`config.mk`:
```
export PLATFORM = sky130hd
export DESIGN_NAME = pc_gen_unit
export DESIGN_NICKNAME = d
export VERILOG_FILES = /design/src/rtl/pc_gen_pkg.sv /design/src/rtl/pc_incrementer.sv /design/src/rtl/pc_gen_unit.sv
export SDC_FILE = /design/constraint.sdc
export NUM_CORES = 1
export LEC_CHECK = 0
export CAP_MARGIN = 15
export CELL_PAD_IN_SITES_DETAIL_PLACEMENT = 1
export CELL_PAD_IN_SITES_GLOBAL_PLACEMENT = 1
export CORE_MARGIN = 2
export CORE_UTILIZATION = 32
export CTS_BUF_LIST = sky130_fd_sc_hd__clkbuf_2 sky130_fd_sc_hd__clkbuf_4 sky130_fd_sc_hd__clkbuf_8
export DETAILED_ROUTE_END_ITERATION = 8
export PLACE_DENSITY = 0.84
export SLEW_MARGIN = 0
export SYNTH_ARGS = -nofsm -noshare
export SYNTH_HDL_FRONTEND = slang
export SYNTH_SLANG_ARGS = --single-unit
```
`constraint.sdc`:
```
create_clock -name clk -period 3 [get_ports clk]
set_clock_uncertainty 0.15 [all_clocks]
set_input_delay 0.75 -clock clk [delete_from_list [all_inputs] [get_ports clk]]
set_output_delay 0.75 -clock clk [all_outputs]
set_load 0.01 [all_outputs]
```
`src/rtl/pc_gen_pkg.sv`:
```
// Shared types and helpers for the fetch-stage program-counter generator.
`timescale 1ns/1ps
package pc_gen_pkg;

    typedef enum logic [1:0] {
        BOOT  = 2'd0,
        RUN   = 2'd1,
        FAULT = 2'd2
    } state_t;

    localparam logic [31:0] DEFAULT_RESET_VECTOR = 32'h0000_0000;

    // Number of PC low bits that must be zero for a legal instruction address.
    function automatic int unsigned align_bits(input int unsigned inc_bytes);
        return $clog2(inc_bytes);
    endfunction

endpackage

```
`src/rtl/pc_incrementer.sv`:
```
// Combinational sequential-successor adder: sum = a + INC_BYTES, wrapping at XLEN bits.
`timescale 1ns/1ps
module pc_incrementer #(
    parameter int unsigned XLEN      = 32,
    parameter int unsigned INC_BYTES = 4
) (
    input  logic [XLEN-1:0] a,
    output logic [XLEN-1:0] sum
);

    assign sum = a + XLEN'(INC_BYTES);

endmodule

```
`src/rtl/pc_gen_unit.sv`:
```
// PC register with sequential/redirect/trap target selection, fetch handshake and
// misaligned-redirect detection.
`timescale 1ns/1ps
module pc_gen_unit
    import pc_gen_pkg::*;
#(
    parameter int unsigned     XLEN         = 32,
    parameter logic [XLEN-1:0] RESET_VECTOR = XLEN'(DEFAULT_RESET_VECTOR),
    parameter int unsigned     INC_BYTES    = 4
) (
    input  logic            clk,
    input  logic            rst_n,
    input  logic            stall,
    input  logic            redirect_valid,
    input  logic [XLEN-1:0] redirect_target,
    input  logic            trap_valid,
    input  logic [XLEN-1:0] trap_vector,
    output logic            fetch_valid,
    input  logic            fetch_ready,
    output logic [XLEN-1:0] pc,
    output logic [XLEN-1:0] pc_plus,
    output logic            misalign_err,
    output logic [XLEN-1:0] fault_addr,
    output state_t          state
);

    localparam int unsigned     ALIGN_BITS = align_bits(INC_BYTES);
    localparam logic [XLEN-1:0] ALIGN_MASK = (XLEN'(1) << ALIGN_BITS) - XLEN'(1);

    // Handshake: a request is transferred on a rising edge where fetch_valid and
    // fetch_ready are both high; pc stays stable while a request is pending,
    // except that a trap or redirect may replace it.

    state_t          next_state;
    logic [XLEN-1:0] next_pc;
    logic [XLEN-1:0] next_fault_addr;
    logic            next_misalign_err;
    logic            target_misaligned;
    logic [XLEN-1:0] trap_pc;

    pc_incrementer #(
        .XLEN      (XLEN),
        .INC_BYTES (INC_BYTES)
    ) u_incrementer (
        .a   (pc),
        .sum (pc_plus)
    );

    assign fetch_valid       = (state == RUN);
    assign target_misaligned = |(redirect_target & ALIGN_MASK);
    assign trap_pc           = trap_vector & ~ALIGN_MASK;

    always_ff @(posedge clk or negedge rst_n) begin
        if (!rst_n) begin
            state        <= BOOT;
            pc           <= RESET_VECTOR;
            fault_addr   <= '0;
            misalign_err <= 1'b0;
        end else begin
            state        <= next_state;
            pc           <= next_pc;
            fault_addr   <= next_fault_addr;
            misalign_err <= next_misalign_err;
        end
    end

    always_comb begin
        next_state        = state;
        next_pc           = pc;
        next_fault_addr   = fault_addr;
        next_misalign_err = 1'b0;
        case (state)
            BOOT, RUN: begin
                next_state = RUN;
                // Flushes (trap, then redirect) take precedence over stall.
                if (trap_valid) begin
                    next_pc = trap_pc;
                end else if (redirect_valid && !target_misaligned) begin
                    next_pc = redirect_target;
                end else if (redirect_valid) begin
                    next_fault_addr   = redirect_target;
                    next_misalign_err = 1'b1;
                    next_state        = FAULT;
                end else if (fetch_valid && fetch_ready && !stall) begin
                    next_pc = pc_plus;
                end
            end
            FAULT: begin
                if (trap_valid) begin
                    next_pc    = trap_pc;
                    next_state = RUN;
                end
            end
            default: begin
                next_state = BOOT;
                next_pc    = RESET_VECTOR;
            end
        endcase
    end

endmodule
```
==> results of run 1 <==
==> cell usage after synthesis (3+ instances only) <==
cell type,count,share of area
inv_1,4,0.0038
nand2_1,43,0.041
nor3_1,6,0.0076
nand4_1,5,0.0079
clkbuf_1,21,0.020
buf_2,3,0.0038
a21oi_1,32,0.040
xor2_1,11,0.024
o31ai_1,3,0.0057
buf_1,3,0.0028
nor4_1,3,0.0047
mux2_2,32,0.091
mux2i_1,5,0.013
and3_1,12,0.019
a31oi_1,11,0.017
nand3_1,14,0.018
nand2b_1,4,0.0063
and4_1,3,0.0066
nor2_1,36,0.034
xnor2_1,15,0.033
o2111ai_1,3,0.0066
a221oi_1,5,0.011
buf_4,3,0.0057
dfrtp_1,67,0.42
or3_1,4,0.0063
o21ai_0,20,0.025
o22ai_1,4,0.0063
o211ai_1,6,0.011
==> through the flow <==
step / instance area (um2) / util / power [W] / TNS (ns)
after floorplan: 3970 / - / 0.00182 / 0
after CTS: 6580 / 0.545 / 0.00355 / -0.250
after global placement: 6260 / 0.519 / 0.00275 / -0.00364
after detailed placement: 6260 / 0.519 / 0.00282 / -0.177
after global routing: 6740 / 0.559 / 0.00376 / -1.22
final: 6740 / 0.559 / 0.00358 / -0.324
==> worst max path at each step <==
stage	to	slack, ns	from	cells after the start
3_3_place_gp	pc_plus[31]	-0.004	pc[2]	6
4_1_cts	pc_plus[13]	-0.11	pc[3]	5
6_report	pc_plus[31]	-0.11	pc[12]	7
3_5_place_dp	pc_plus[31]	-0.05	pc[2]	6
5_1_grt	pc_plus[31]	-0.18	pc[11]	7
2_1_floorplan	pc_plus[31]	0.23	pc[9]	6
==> logic make-up (layout without fill, tap and decap cells) <==
family                     after synthesis  count (layout)  share of synthesized area
other                                    0               1                          0
buffers and inverters                   36             279                     0.0378
and+or+nand+nor                        145             145                      0.196
AOI/OAI and AO/OA                      108             108                      0.180
muxes                                   37              37                      0.103
adders and majority gates                1               1                    0.00315
xor gates and xnor gates                26              26                     0.0573
DFF                                     67              67                      0.422
==> registers in the layout, summed over array words and instances (netlist names) <==
name / cells
pc: 32
misalign_err: 1
state: 2
fault_addr: 32
==> final cells by class <==
class,instances,share of cell area
Sequential cell,67,0.249
Antenna cell,1,0.000371
Multi-Input combinational cell,317,0.341
Timing Repair Buffer,257,0.349
Tap cell,168,0.0312
Clock buffer,11,0.0225
Clock inverter,5,0.00408
Inverter,6,0.00334
==> routing by layer <==
layer / wire length [um] / part of all wire / vias up
met2: 9030 / 0.50 / 207
met5: 0 / 0 / -
met4: 443 / 0.025 / 0
met3: 1280 / 0.071 / 41
li1: - / - / 2018
met1: 7200 / 0.40 / 2238
==> critical path, stage by stage (launching register included) <==
cell and delay, ns:
dfrtp_1 0.40, nand4_4 0.15, nor4_4 0.41, buf_4 0.17, and3_4 0.20, and3_4 0.20, xor2_1 0.15, buf_2 0.15
==> repair_timing <==
item | CTS | global route
cloned | 0 | 0
hold buffers | 0 | 0
buffers inserted | 15 | 13
pin swaps | 18 | 11
endpoints found under the setup margin | 25 | 22
resized for setup | 85 | 21
==> report_power, final <==
group	leakage (nW)	switching (W)	internal (W)
sequential	0.803	0.000135	0.00108
clock	0.0949	0.000391	0.000340
combinational	2.04	0.000753	0.000890
total	2.94	0.00128	0.00231
==> flow_summary_export.csv, run 1 <==
group,metric,value,unit
run_status,status,"finished with violations",
run_status,violations,"setup timing",
logic_synthesis,yosysWarnings,0,
clock_network,cts_buffers,9,
logic_synthesis,syn_nets,491,
power,ir_worst_vdd,299,uV
clock_network,ctsHtreeMaxLevel,3,
clock_network,clock-sinks,67,
placed_design,place_congestion,0.873,
logic_synthesis,async_flop_share,1.00,
placed_design,place.port_buffers,167,
routing,dr.pass1.iters,5,
die,core_area,0.0121,mm2
logic_synthesis,syn_area_per_cell,9.46,um2
power,power.density,532,mW/mm2
cells_and_area,seq_area,0.00168,mm2
routing,wl,18.0,mm
cells_and_area,fill_cells,1374,
die,die_height,115,um
timing,slew_headroom,0.371,
timing,tightest_slew,0.944,ns
timing,clock.fmax,322,MHz
grt,grt_pass1_vias,4839,
clock_network,cts_buffer_depth,2,
routing,drt_iter0_markers,273,
critical_path,path_class,"register to primary output",
die,die_w,115,um
cells_and_area,final_cell_mix,"141 x clkdlybuf4s50_1, 78 x buf_4, 67 x dfrtp_1",
die,die-area,0.0133,mm2
cells_and_area,nets,729,
critical_path,timing.rr.start,"pc[12]",
logic_synthesis,synth_edf_count,0,
grt,use_met3,0.0643,
clock_network,tritoncts,"yes",
timing,setup_viol,4,
critical_path,cp.required,2.10,ns
logic_synthesis,synthFlopType,"dfrtp_1",
die,num_rows,40,
grt,use_met2,0.460,
grt,grt_max_degree,68,
timing,min_period,3.11,ns
critical_path,end_kind,"primary output",
timing,layout_setup_ws,-0.110,ns
cells_and_area,drive_gt1_frac,0.291,
logic_synthesis,netlist_area,0.00397,mm2
grt,grt.total_usage,0.271,
critical_path,start_kind,"register",
timing,maxSlewViolCount,0,
placed_design,dpl.hpwl,12.7,mm
timing,whs,0.357,ns
routing,antenna_left,0,
power,leakage,2.94,nW
critical_path,crit_arrival,2.21,ns
timing,grt_setup_unrepaired,"true",
grt,grt_use_met1,0.334,
logic_synthesis,synth.distinct_cells,61,
logic_synthesis,ys_ff_latch,67,
critical_path,timing.rr.end,"pc[24]",
clock_network,cts-root-buf,"clkbuf_8",
hold_path,hp-class,"input port to asynchronous set/reset pin",
timing,hold_viol,0,
cells_and_area,finalNonFillerCells,832,
cells_and_area,final_common_cell,"clkdlybuf4s50_1",
routing,remaining_drc_errors,0,
critical_path,r2r_cells,10,
die,initial_core_util,0.329,
grt,busiest_layer,"met2",
routing,num_vias,4504,
critical_path,worst-r2r-setup-slack,0.52,ns
die,ios,170,
critical_path,critPathMaxFanout,3,
routing,routedWlPerCell,21.6,um
timing,period_share,1.04,
clock_network,clkTransAtPathRegs,0.08,ns
placed_design,dp_cells,787,
routing,viasPerCell,5.41,
grt,grt_pass1_wl,27.1,mm
logic_synthesis,ys_seq_area_frac,0.422,
grt,antenna_found_initial,0,
cells_and_area,area_delta_synth_final,69.7,%
cells_and_area,multiInputGateArea,0.00230,mm2
grt,grt_overflow,0,
run,max-cap-violations,0,
placed_design,preCtsSetupSlack,-0.0543,ns
clock_network,worstSkewPairLatency,0.37,ns
logic_synthesis,postSynthCellCount,420,
Power figures use the tool's default switching activity.
==> run 2: changes to the inputs <==
==> constraint.sdc (replaced) <==
create_clock -name clk -period 3 [get_ports clk]
set_clock_uncertainty 0.15 [all_clocks]
set_input_delay 0.75 -clock clk [delete_from_list [all_inputs] [get_ports clk]]
set_output_delay 0.75 -clock clk [all_outputs]
set_load 0.05 [all_outputs]
==> run 2 against run 1 <==
The run still ends with setup timing left. Count of clock-buffer cells in the layout unchanged. Sequential power increased by 3%. Core utilization increased by 2.0 points. Maximum frequency increased by 3.1%. Critical path type unchanged.
==> flow_summary_export.csv, run 2 (synthesis results as in run 1) <==
group,metric,value,unit
run,max-cap-violations,0,
placed_design,place_area,0.00654,mm2
clock_network,cts-root-buf,"clkbuf_8",
grt,grt_pass1_vias,4837,
die,die_w,115,um
die,num_rows,40,
die,initial_core_util,0.329,
routing,num_vias,4458,
cells_and_area,seq_area,0.00169,mm2
routing,wl,17.3,mm
die,die-area,0.0133,mm2
placed_design,place.port_buffers,167,
die,die_height,115,um
power,power.switching,0.00214,W
grt,grt_max_degree,68,
grt,grt_pass1_wl,26.5,mm
placed_design,dp_cells,767,
timing,clock.fmax,332,MHz
routing,drt_iter0_markers,262,
clock_network,ctsHoldBuffers,0,
timing,min_period,3.02,ns
critical_path,crit_arrival,2.12,ns
cells_and_area,finalNonFillerCells,807,
timing,tightest_slew,0.904,ns
timing,maxSlewViolCount,0,
clock_network,cts_buffers,9,
die,core_area,0.0121,mm2
cells_and_area,final_cell_mix,"137 x clkdlybuf4s50_1, 63 x buf_4, 54 x dfrtp_1",
routing,routedWlPerCell,21.4,um
timing,hold_viol,0,
run_status,status,"finished with violations",
grt,grt_overflow,0,
power,ir_worst_vdd,395,uV
cells_and_area,top_regs,"fault_addr: 32 flops, pc: 32 flops, state: 2 flops",
routing,remaining_drc_errors,0,
cells_and_area,nets,705,
cells_and_area,drive_gt1_frac,0.313,
critical_path,path_class,"register to primary output",
cells_and_area,area_delta_synth_final,75.9,%
hold_path,hp-class,"register to register",
cells_and_area,final_common_cell,"clkdlybuf4s50_1",
cells_and_area,fill_cells,1343,
timing,fin_setup_tns,-0.0199,ns
run_status,violations,"setup timing",
critical_path,worst-r2r-setup-slack,0.66,ns
power,intPower,0.00248,W
die,ios,170,
clock_network,worstSkewPairLatency,0.37,ns
clock_network,cts_buffer_depth,2,
timing,period_share,1.01,
cells_and_area,final_util,0.579,
power,p_sw_frac,0.462,
cells_and_area,multiInputGateArea,0.00241,mm2
grt,grt.total_usage,0.261,
critical_path,timing.rr.start,"state[1]",
placed_design,place_congestion,0.874,
routing,viasPerCell,5.52,
routing,antenna_left,0,
critical_path,timing.rr.end,"pc[20]",
timing,setup_viol,2,
critical_path,r2r_cells,7,
power,power,0.00462,W
clock_network,ctsHtreeMaxLevel,3,
power,leakage,2.95,nW
power,comb_power_share,0.573,
timing,grt_setup_unrepaired,"true",
clock_network,clock-sinks,67,
critical_path,cp.required,2.10,ns
timing,layout_setup_ws,-0.0153,ns
hold_path,hold_depth,1,
timing,slew_headroom,0.397,
power,seqPwrFrac,0.271,
cells_and_area,antennaDiodeCount,0,
critical_path,critPathMaxFanout,8,
placed_design,dpl.hpwl,12.6,mm
routing,dr.pass1.iters,5,
hold_path,min_to,"fault_addr[21]",
grt,antenna_found_initial,0,
hold_path,hp-start,"fault_addr[21]",
critical_path,end_kind,"primary output",
cells_and_area,design_area,0.00699,mm2
power,clockPowerShare,0.156,
power,power.density,661,mW/mm2
critical_path,start_kind,"register",
clock_network,clkTransAtPathRegs,0.08,ns
clock_network,tritoncts,"yes",
-- run 2: cell count changes in the layout (fill, tap and decap cells not counted), moves of 4 or more --
cell	delta
buf_12	+24
buf_4	-15
buf_2	-13
dfrtp_1	-13
dfrtp_2	+13
dlygate4sd2_1	-8
buf_6	-5
clkdlybuf4s50_1	-4
xor2_1	-4
-- run 2: metrics by stage --
| step | hold slack [ns] | worst slack (ns) |
|---|---|---|
| floorplan | 0.304 | -0.131 |
| global placement | 0.338 | 0.0542 |
| detailed placement | 0.345 | 0.0464 |
| CTS | 0.363 | -0.0321 |
| global route | 0.382 | -0.0911 |
| finish | 0.359 | -0.0153 |
-- run 2: area by class of cell --
class | count | share of cell area
Clock buffer | 11 | 0.0217
Inverter | 6 | 0.00322
Clock inverter | 5 | 0.00394
Sequential cell | 67 | 0.242
Tap cell | 168 | 0.0301
Timing Repair Buffer | 233 | 0.353
Multi-Input combinational cell | 317 | 0.346
-- run 2: worst max-delay path by stage --
stage | from | endpoint | slack (ns) | depth (start not counted)
6_report | pc[7] | pc_plus[25] | -0.02 | 7
2_1_floorplan | pc[15] | pc_plus[31] | -0.13 | 7
5_1_grt | pc[18] | pc_plus[31] | -0.09 | 6
4_1_cts | pc[5] | pc_plus[22] | -0.03 | 7
3_3_place_gp | redirect_valid | pc[24] | 0.05 | 7
3_5_place_dp | redirect_target[0] | pc[14] | 0.05 | 6
-- run 2: power groups by stage --
| stage | Sequential (W) | Combinational, W | Clock (W) |
|---|---|---|---|
| floorplan | 0.00190 | 0.000809 | 0 |
| global placement | 0.00126 | 0.00249 | 0 |
| detailed placement | 0.00128 | 0.00254 | 0 |
| CTS | 0.00125 | 0.00261 | 0.000734 |
| global route | 0.00128 | 0.00275 | 0.000767 |
| finish | 0.00125 | 0.00265 | 0.000721 |
-- run 2: worst max-delay path: stages (launching register included) --
cell and delay, ns:
dfrtp_2 0.40, nand4_4 0.15, nor4_4 0.40, buf_6 0.20, nand4_1 0.13, buf_6 0.16, xnor2_4 0.15, buf_12 0.15
-- run 2: per-layer routing --
layer / vias up / part of all wire / GRT usage / routed length [um]
met5: - / 0 / 0 / 0
met1: 2261 / 0.39 / 0.322 / 6700
met4: 0 / 0.025 / 0.106 / 434
met3: 35 / 0.065 / 0.0397 / 1120
met2: 191 / 0.52 / 0.459 / 9000
li1: 1971 / - / - / -
-- run 2: what timing repair did --
item | in CTS | in global routing
gates cloned | 0 | 0
pin swaps | 12 | 9
buffers inserted | 15 | 9
resized for setup | 13 | 11
endpoints found under the setup margin | 16 | 14
==> run 3: changes to the inputs <==
- SLEW_MARGIN: 0 -> default
==> results of run 3 <==
The final DEF is identical to that of run 2; final timing and power are the same.
